===== src/rtl/tft_spi_tx.sv =====
// Byte-wide command/data sink that serialises onto the panel's 4-wire SPI bus (mode 0, MSB first).
// Latency: a byte accepted on an edge drives its first bit on that edge; busy stays high for 16*CLK_DIV cycles.
// Backpressure: busy is high through panel reset, power-up wait and each byte; requests seen while busy are dropped.
module tft_spi_tx #(
   parameter int CLK_DIV     = 2,
   parameter int RST_CYCLES  = 1000,
   parameter int WAIT_CYCLES = 5000,
   parameter int CS_HOLD     = 4
) (
   input  logic       clk,
   input  logic       rst,
   input  logic       transmit,
   input  logic       dc,
   input  logic [7:0] data,
   output logic       busy,
   output logic       spi_sck,
   output logic       spi_mosi,
   output logic       spi_cs_n,
   output logic       spi_dc,
   output logic       tft_rst_n
);

   // Counter widths are one bit wider than the value they count to, so the
   // terminal compare can be ">=" and a counter never wraps past its limit.
   localparam int SEQ_MAX = (RST_CYCLES > WAIT_CYCLES) ? RST_CYCLES : WAIT_CYCLES;
   localparam int DW      = $clog2(CLK_DIV) + 1;
   localparam int SW      = $clog2(SEQ_MAX) + 1;
   localparam int HW      = $clog2(CS_HOLD) + 1;

   // Terminal counts (count runs 0..N-1); a zero parameter degenerates to a single cycle.
   localparam logic [DW-1:0] DIV_LAST  = DW'((CLK_DIV     > 1) ? CLK_DIV     - 1 : 0);
   localparam logic [SW-1:0] RST_LAST  = SW'((RST_CYCLES  > 1) ? RST_CYCLES  - 1 : 0);
   localparam logic [SW-1:0] WAIT_LAST = SW'((WAIT_CYCLES > 1) ? WAIT_CYCLES - 1 : 0);
   localparam logic [HW-1:0] HOLD_LAST = HW'((CS_HOLD     > 1) ? CS_HOLD     - 1 : 0);

   typedef enum logic [2:0] {
      RST_LO,
      RST_WAIT,
      IDLE,
      SHIFT,
      HOLD
   } state_t;

   state_t        state;
   logic [DW-1:0] div_cnt;    // clk cycles into the current SCK half-period
   logic [SW-1:0] seq_cnt;    // shared by the reset-low and power-up wait phases
   logic [HW-1:0] hold_cnt;   // idle cycles since the last byte finished
   logic [2:0]    bit_idx;    // bit currently on MOSI, 7 down to 0
   logic [6:0]    shreg;      // remaining bits below the one on MOSI, next bit at [6]
   logic          start;

   // A byte may start only from IDLE or HOLD; HOLD starts keep CS# low.
   assign start = transmit && ((state == IDLE) || (state == HOLD));

   // Sequencer: panel reset, power-up wait, byte shifting and CS# hold-off.
   always_ff @(posedge clk) begin
      if (rst) begin
         state     <= RST_LO;
         busy      <= 1'b1;
         spi_sck   <= 1'b0;
         spi_mosi  <= 1'b0;
         spi_cs_n  <= 1'b1;
         spi_dc    <= 1'b0;
         tft_rst_n <= 1'b0;
         div_cnt   <= '0;
         seq_cnt   <= '0;
         hold_cnt  <= '0;
         bit_idx   <= '0;
         shreg     <= '0;
      end else if (start) begin
         state    <= SHIFT;
         shreg    <= data[6:0];
         spi_dc   <= dc;
         busy     <= 1'b1;
         spi_cs_n <= 1'b0;
         spi_mosi <= data[7];
         spi_sck  <= 1'b0;
         div_cnt  <= '0;
         bit_idx  <= 3'd7;
         hold_cnt <= '0;
      end else begin
         case (state)
            RST_LO: begin
               if (seq_cnt >= RST_LAST) begin
                  tft_rst_n <= 1'b1;
                  seq_cnt   <= '0;
                  state     <= RST_WAIT;
               end else begin
                  seq_cnt <= seq_cnt + SW'(1);
               end
            end

            RST_WAIT: begin
               if (seq_cnt >= WAIT_LAST) begin
                  busy    <= 1'b0;
                  seq_cnt <= '0;
                  state   <= IDLE;
               end else begin
                  seq_cnt <= seq_cnt + SW'(1);
               end
            end

            IDLE: begin
               // Waiting for a request; spi_dc and spi_mosi keep their last values.
            end

            SHIFT: begin
               if (div_cnt >= DIV_LAST) begin
                  div_cnt <= '0;
                  spi_sck <= ~spi_sck;
                  // spi_sck high here means this toggle is the falling edge:
                  // the panel has sampled, so move on to the next bit or finish.
                  if (spi_sck) begin
                     if (bit_idx != 3'd0) begin
                        bit_idx  <= bit_idx - 3'd1;
                        spi_mosi <= shreg[6];
                        shreg    <= {shreg[5:0], 1'b0};
                     end else begin
                        state    <= HOLD;
                        busy     <= 1'b0;
                        hold_cnt <= '0;
                     end
                  end
               end else begin
                  div_cnt <= div_cnt + DW'(1);
               end
            end

            HOLD: begin
               if (hold_cnt >= HOLD_LAST) begin
                  spi_cs_n <= 1'b1;
                  hold_cnt <= '0;
                  state    <= IDLE;
               end else begin
                  hold_cnt <= hold_cnt + HW'(1);
               end
            end

            default: begin
               state <= RST_LO;
            end
         endcase
      end
   end

endmodule


===== config.mk =====
export PLATFORM = sky130hd
export DESIGN_NAME = tft_spi_tx
export DESIGN_NICKNAME = d
export VERILOG_FILES = /design/src/rtl/tft_spi_tx.sv
export SDC_FILE = /design/constraint.sdc
export NUM_CORES = 1
export LEC_CHECK = 0
export CORE_ASPECT_RATIO = 2
export CORE_UTILIZATION = 39
export DETAILED_ROUTE_END_ITERATION = 7
export PLACE_DENSITY = 0.7
export SETUP_SLACK_MARGIN = 0.1
export SYNTH_ARGS = -nofsm -noshare
export SYNTH_HDL_FRONTEND = slang
export SYNTH_SLANG_ARGS = --single-unit
export TNS_END_PERCENT = 100

===== constraint.sdc =====
create_clock -name clk -period 4.2 [get_ports clk]
set_input_delay 0.84 -clock clk [delete_from_list [all_inputs] [get_ports clk]]
set_output_delay 0.84 -clock clk [all_outputs]
set_load 0.005 [all_outputs]

# ---- After elaboration in Yosys (flattened, before gate mapping)
# Index checks and enable logic that the tools add are counted.
dict set report totals {
  register_bits 38
  latch_bits 0
  ram_bits 0
  romBits 0
  out_inout_bits 6
  n_memories 0
}
dict set report classes {
  add_sub_neg 4
  multipliers 0
  div 0
  magnitude_cmp 4
  eq_ne 17
  shifts 0
  n_mux 40
  bitwise_logic 3
  n_reduce_logical 23
}
# op n
set ops {}
lappend ops {{2-to-1 mux 3 bit} 15}
lappend ops {{2-to-1 mux 7 bit} 5}
lappend ops {{2-to-1 mux 14 bit} 2}
lappend ops {{case mux 14 bit (2 select lines)} 1}
lappend ops {{nonzero test 2 bit} 9}
lappend ops {{!= test 3 bit (second input constant)} 5}
lappend ops {{case mux 3 bit (5 select lines)} 1}
lappend ops {{adder 14 x 1 -> 14 bit (second input constant)} 1}
lappend ops {{greater-or-equal comparator 14 x 10 -> 1 bit (second input constant)} 1}
lappend ops {{greater-or-equal comparator 14 x 13 -> 1 bit (second input constant)} 1}
lappend ops {{AND reduction 7 bit} 2}
lappend ops {{2-to-1 mux 1 bit} 12}
lappend ops {{!= test 2 bit (second input constant)} 6}
lappend ops {{AND reduction 4 bit} 2}
lappend ops {{== test 3 x 2 -> 1 bit (second input constant)} 2}
lappend ops {{case mux 3 bit (2 select lines)} 1}
lappend ops {{AND reduction 2 bit} 3}
lappend ops {{AND reduction 5 bit} 1}
lappend ops {{2-to-1 mux 2 bit} 2}
lappend ops {{adder 3 x 1 -> 3 bit (second input constant)} 1}
lappend ops {{== test 3 x 1 -> 1 bit (second input constant)} 1}
lappend ops {{== test 3 bit (second input constant)} 1}
lappend ops {{greater-or-equal comparator 3 x 2 -> 1 bit (second input constant)} 1}
lappend ops {{logical NOT 3 bit} 1}
lappend ops {{12 further kinds} 14}

# ---- Logic depth before layout (Yosys ltp)
dict set report depth {
  word_depth 6
  mapped_depth 7
}

# ---- Worst setup path before layout
# No wires, ideal clock.
dict set report synth_path {
  path_type {reg2reg}
  from {register hold_cnt[0]}
  to {register hold_cnt[0]}
  setup_time_ns 0.065
  arrival_ns 1.811
  required_time_ns 4.135
  setup_slack_ns 2.324
  path_stages_with_launch 8
  path_buffers 0
  path_cell_list {dfxtp_1 -> ha_1 -> ha_1 -> a211o_1 -> or4b_2 -> nor2_1 -> a21oi_1 -> nor2_1}
}
dict set report synth_between {
  elab_chain_cells 3
  elab_cells_between_ends 4
  classes_between {add/sub (1); order compare (1); mux (2)}
}
# item line_no
set synth_lines {}
lappend synth_lines {{from (decl)} 47} ;# logic [HW-1:0] hold_cnt;
lappend synth_lines {{from (signal assigned)} 135} ;# hold_cnt <= hold_cnt + HW'(1);
lappend synth_lines {{adder 3 x 1 -> 3 bit / greater-or-equal comparator 3 x 2 -> 1 bit (equally long branches)} {135, 130}}
lappend synth_lines {{2-to-1 mux 3 bit *} 130} ;# if (hold_cnt >= HOLD_LAST) begin
lappend synth_lines {{case mux 3 bit (2 select lines) *} 82} ;# case (state)
# Mark *: on every way between the ends. The rest lies on a longest branch, timed or not.
# A chain may end at the register's enable or synchronous reset.

# ---- Worst setup path in the final report
dict set report layout_path {
  from {input transmit}
  to {register shreg[0]}
}
dict set report layout_between {
  elab_chain_cells 3
  elab_cells_between_ends 7
  classes_between {mux (1); reduce/logical (6)}
}
# item line_no
set layout_lines {}
lappend layout_lines {{from (decl)} 12} ;# input logic transmit,
lappend layout_lines {{logical AND 1 bit *} 53} ;# assign start = transmit && ((state == IDLE) || (state == HOLD));
lappend layout_lines {{nonzero test 2 bit (no line)} n/a}
lappend layout_lines {{AND reduction 4 bit (no line)} n/a}
lappend layout_lines {{to (signal assigned)} 72} ;# shreg <= data[6:0];
lappend layout_lines {{to (signal assigned)} 117} ;# shreg <= {shreg[5:0], 1'b0};
lappend layout_lines {{to (decl)} 49} ;# logic [6:0] shreg;
# Marked as above.

==> impl_metrics.json <==
{
  "drive_above_1_share": 0.06944,
  "grt_pass1_wl_um": 6210,
  "syn_nets": 218,
  "post_cts_resized": 0,
  "status": "finished clean",
  "leakage_nw": 0.7436,
  "crit_start": "transmit",
  "drc": 0,
  "wire_per_inst_um": 12.84,
  "fin_worst_skew_ns": 0.004685,
  "die_x_um": 49.36,
  "post-route-util": 0.4735,
  "multi_input_area_um2": 909.6,
  "clock-root-buffer": "clkbuf_8",
  "ys_seq_area_frac": 0.4349,
  "cts_inserted_buffers": 5,
  "area_growth_syn_to_layout_pct": 17.45,
  "layout_commonest_cell": "dfxtp_1",
  "reg2reg_depth": 7,
  "synth_seq_cells": 38,
  "ir_drop_mv": 0.2157,
  "grt-ovfl-total": 0,
  "final_antenna_net_count": 0,
  "synth.avg_cell_area_um2": 8.746,
  "startpoint_type": "input port",
  "synth_edf_count": 0,
  "seqCellArea_um2": 760.7,
  "final_cell_mix": "38 x dfxtp_1, 26 x nor2_1, 18 x a21oi_1, 17 x clkdlybuf4s50_1, 16 x nand2_1",
  "grt_pass1_vias": 1425,
  "grt_usage": 0.1666,
  "cts_setup_buffers": 0,
  "instances_no_fill": 270,
  "initial_core_util": 0.4031,
  "final_nets": 233,
  "power_mw": 0.6879,
  "reg2reg_slack_ns": 2.14,
  "cp_data_required_time_ns": 4.35,
  "io-pin-count": 18,
  "worstMarginPinSlew_ns": 0.8128,
  "fmax_mhz": 451.0,
  "post-route-period-util": 0.5280,
  "fill_cells": 452,
  "p_per_area_nw_per_um2": 334.8,
  "fin_crit_ns": 2.217,
  "setup_viol": 0,
  "cp.arrival_ns": 2.37,
  "ys_async_sr_fraction": 0,
  "clock_path_buffers": 2,
  "r2r_end": "hold_cnt[0]",
  "dpl.hpwl_um": 2562,
  "slowest_delay_ns": 0.50,
  "io_buffers": 17,
  "path_cells": "clkdlybuf4s50_1 > and3_1 > nor2_1 > a22oi_1 > nor2_1",
  "rr_startpoint": "hold_cnt[0]",
  "cts_tree": "done",
  "antenna_found_initial": 0,
  "dieArea_um2": 4773,
  "worstPathMaxFanout": 15,
  "grt_max_degree": 20,
  "rsz0062_at_grt": "no",
  "relSlewSlack": 0.4532,
  "diodes": 0,
  "cp_slowest_cell": "and3_1",
  "core_um2": 4339,
  "cp-end-kind": "register",
  "netlist_area_um2": 1749,
  "synth_cells": 200,
  "clk_pin_slew_ns": 0.07,
  "cts.sinks": 38,
  "maxCapViolCount": 0,
  "fin_tns_setup_ns": 0,
  "synthDistinctLibCells": 41,
  "hold_buffers": 0,
  "place_congestion": 0.7702,
  "finalHoldViolations": 0,
  "critPathKind": "input port to register",
  "rows": 34,
  "die_h_um": 96.71,
  "placed_cells": 262,
  "hold_class": "register to register",
  "synthFlopType": "dfxtp_1",
  "htree_levels": 2,
  "firstDrtPassIters": 4,
  "yosys_warnings": 0,
  "drv_slew": 0,
  "drt-total-wl_um": 3466,
  "cpMostUsedCell": "nor2_1",
  "via_per_inst": 5.333,
  "via_count": 1440,
  "cp-endpoint": "shreg[0]",
  "drt_iter0_markers": 24,
  "clk_latency_ns": 0.28
}
==> stage by stage <==
stage	instance area, um^2	worst slack [ns]	hold slack [ns]
global placement	1946	1.737	0.4399
finish	2054	1.983	0.4554
CTS	2054	2.007	0.4580
floorplan	1749	2.324	0.4319
global route	2054	1.793	0.4824
detailed placement	1946	1.695	0.4482
==> worst min-delay path by stage <==
| stage | start | to | cells past startpoint |
|---|---|---|---|
| 2_1_floorplan | div_cnt[1] | div_cnt[1] | 2 |
| 3_3_place_gp | div_cnt[1] | div_cnt[1] | 2 |
| 3_5_place_dp | shreg[1] | shreg[1] | 2 |
| 4_1_cts | shreg[1] | shreg[1] | 2 |
| 5_1_grt | div_cnt[1] | div_cnt[1] | 2 |
| 6_report | shreg[1] | shreg[1] | 2 |
==> routing by layer <==
layer	share of wire	GRT usage
met1	0.41	0.1780
met2	0.54	0.3003
met3	0.016	0.02358
met4	0.029	0.09050
met5	0	0
==> cell type report <==
class,count,share of cell area
repair buffers,18,0.08648
clock buffers,5,0.03350
well taps,54,0.03289
inverters,8,0.01462
clock inverters,3,0.01949
flip-flops and latches,38,0.3703
multi-input cells,144,0.4428
==> registers in the layout, summed over array words and instances, names as in the netlist <==
name / cells
spi_mosi: 1
shreg: 7
hold_cnt: 3
tft_rst_n: 1
div_cnt: 2
spi_cs_n: 1
seq_cnt: 14
state: 3
spi_dc: 1
spi_sck: 1
busy: 1
bit_idx: 3
==> cells in the mapped netlist, drive strengths merged (5+ instances only) <==
cell    number  area, um^2
a21oi       18       90.09
a22oi        9       67.56
clkbuf       6       22.52
dfxtp       38       760.7
ha           6       75.07
inv          8       30.03
nand2       16       60.06
nand3        5       25.02
nand4        5       31.28
nor2        26       97.59
nor3         5       25.02
xnor2        5       43.79
xor2         8       70.07
==> cell families (layout without fill, tap and decap cells) <==
kind of cell               count (synthesis)  in the layout  synth area share
AOI/OAI and AO/OA                         46             46            0.1831
xor gates and xnor gates                  13             13           0.06509
adders and majority gates                  6              6           0.04292
buffers and inverters                     18             34           0.04506
DFF                                       38             38            0.4349
muxes                                      2              2           0.01145
and+or+nand+nor                           77             77            0.2175
==> where the power goes <==
group,switching (mW),internal (mW)
Clock,0.124,0.175
Combinational,0.0107,0.0133
Sequential,0.00299,0.363
Total,0.137,0.551
==> critical path: cells and delay by family <==
family	cells	cell delay [ns]
buffers and inverters	1	0.48
AO/OA/AOI/OAI	1	0.21
AND/OR/NAND/NOR	3	0.84
Note: power is estimated with default switching activity, not from simulation.
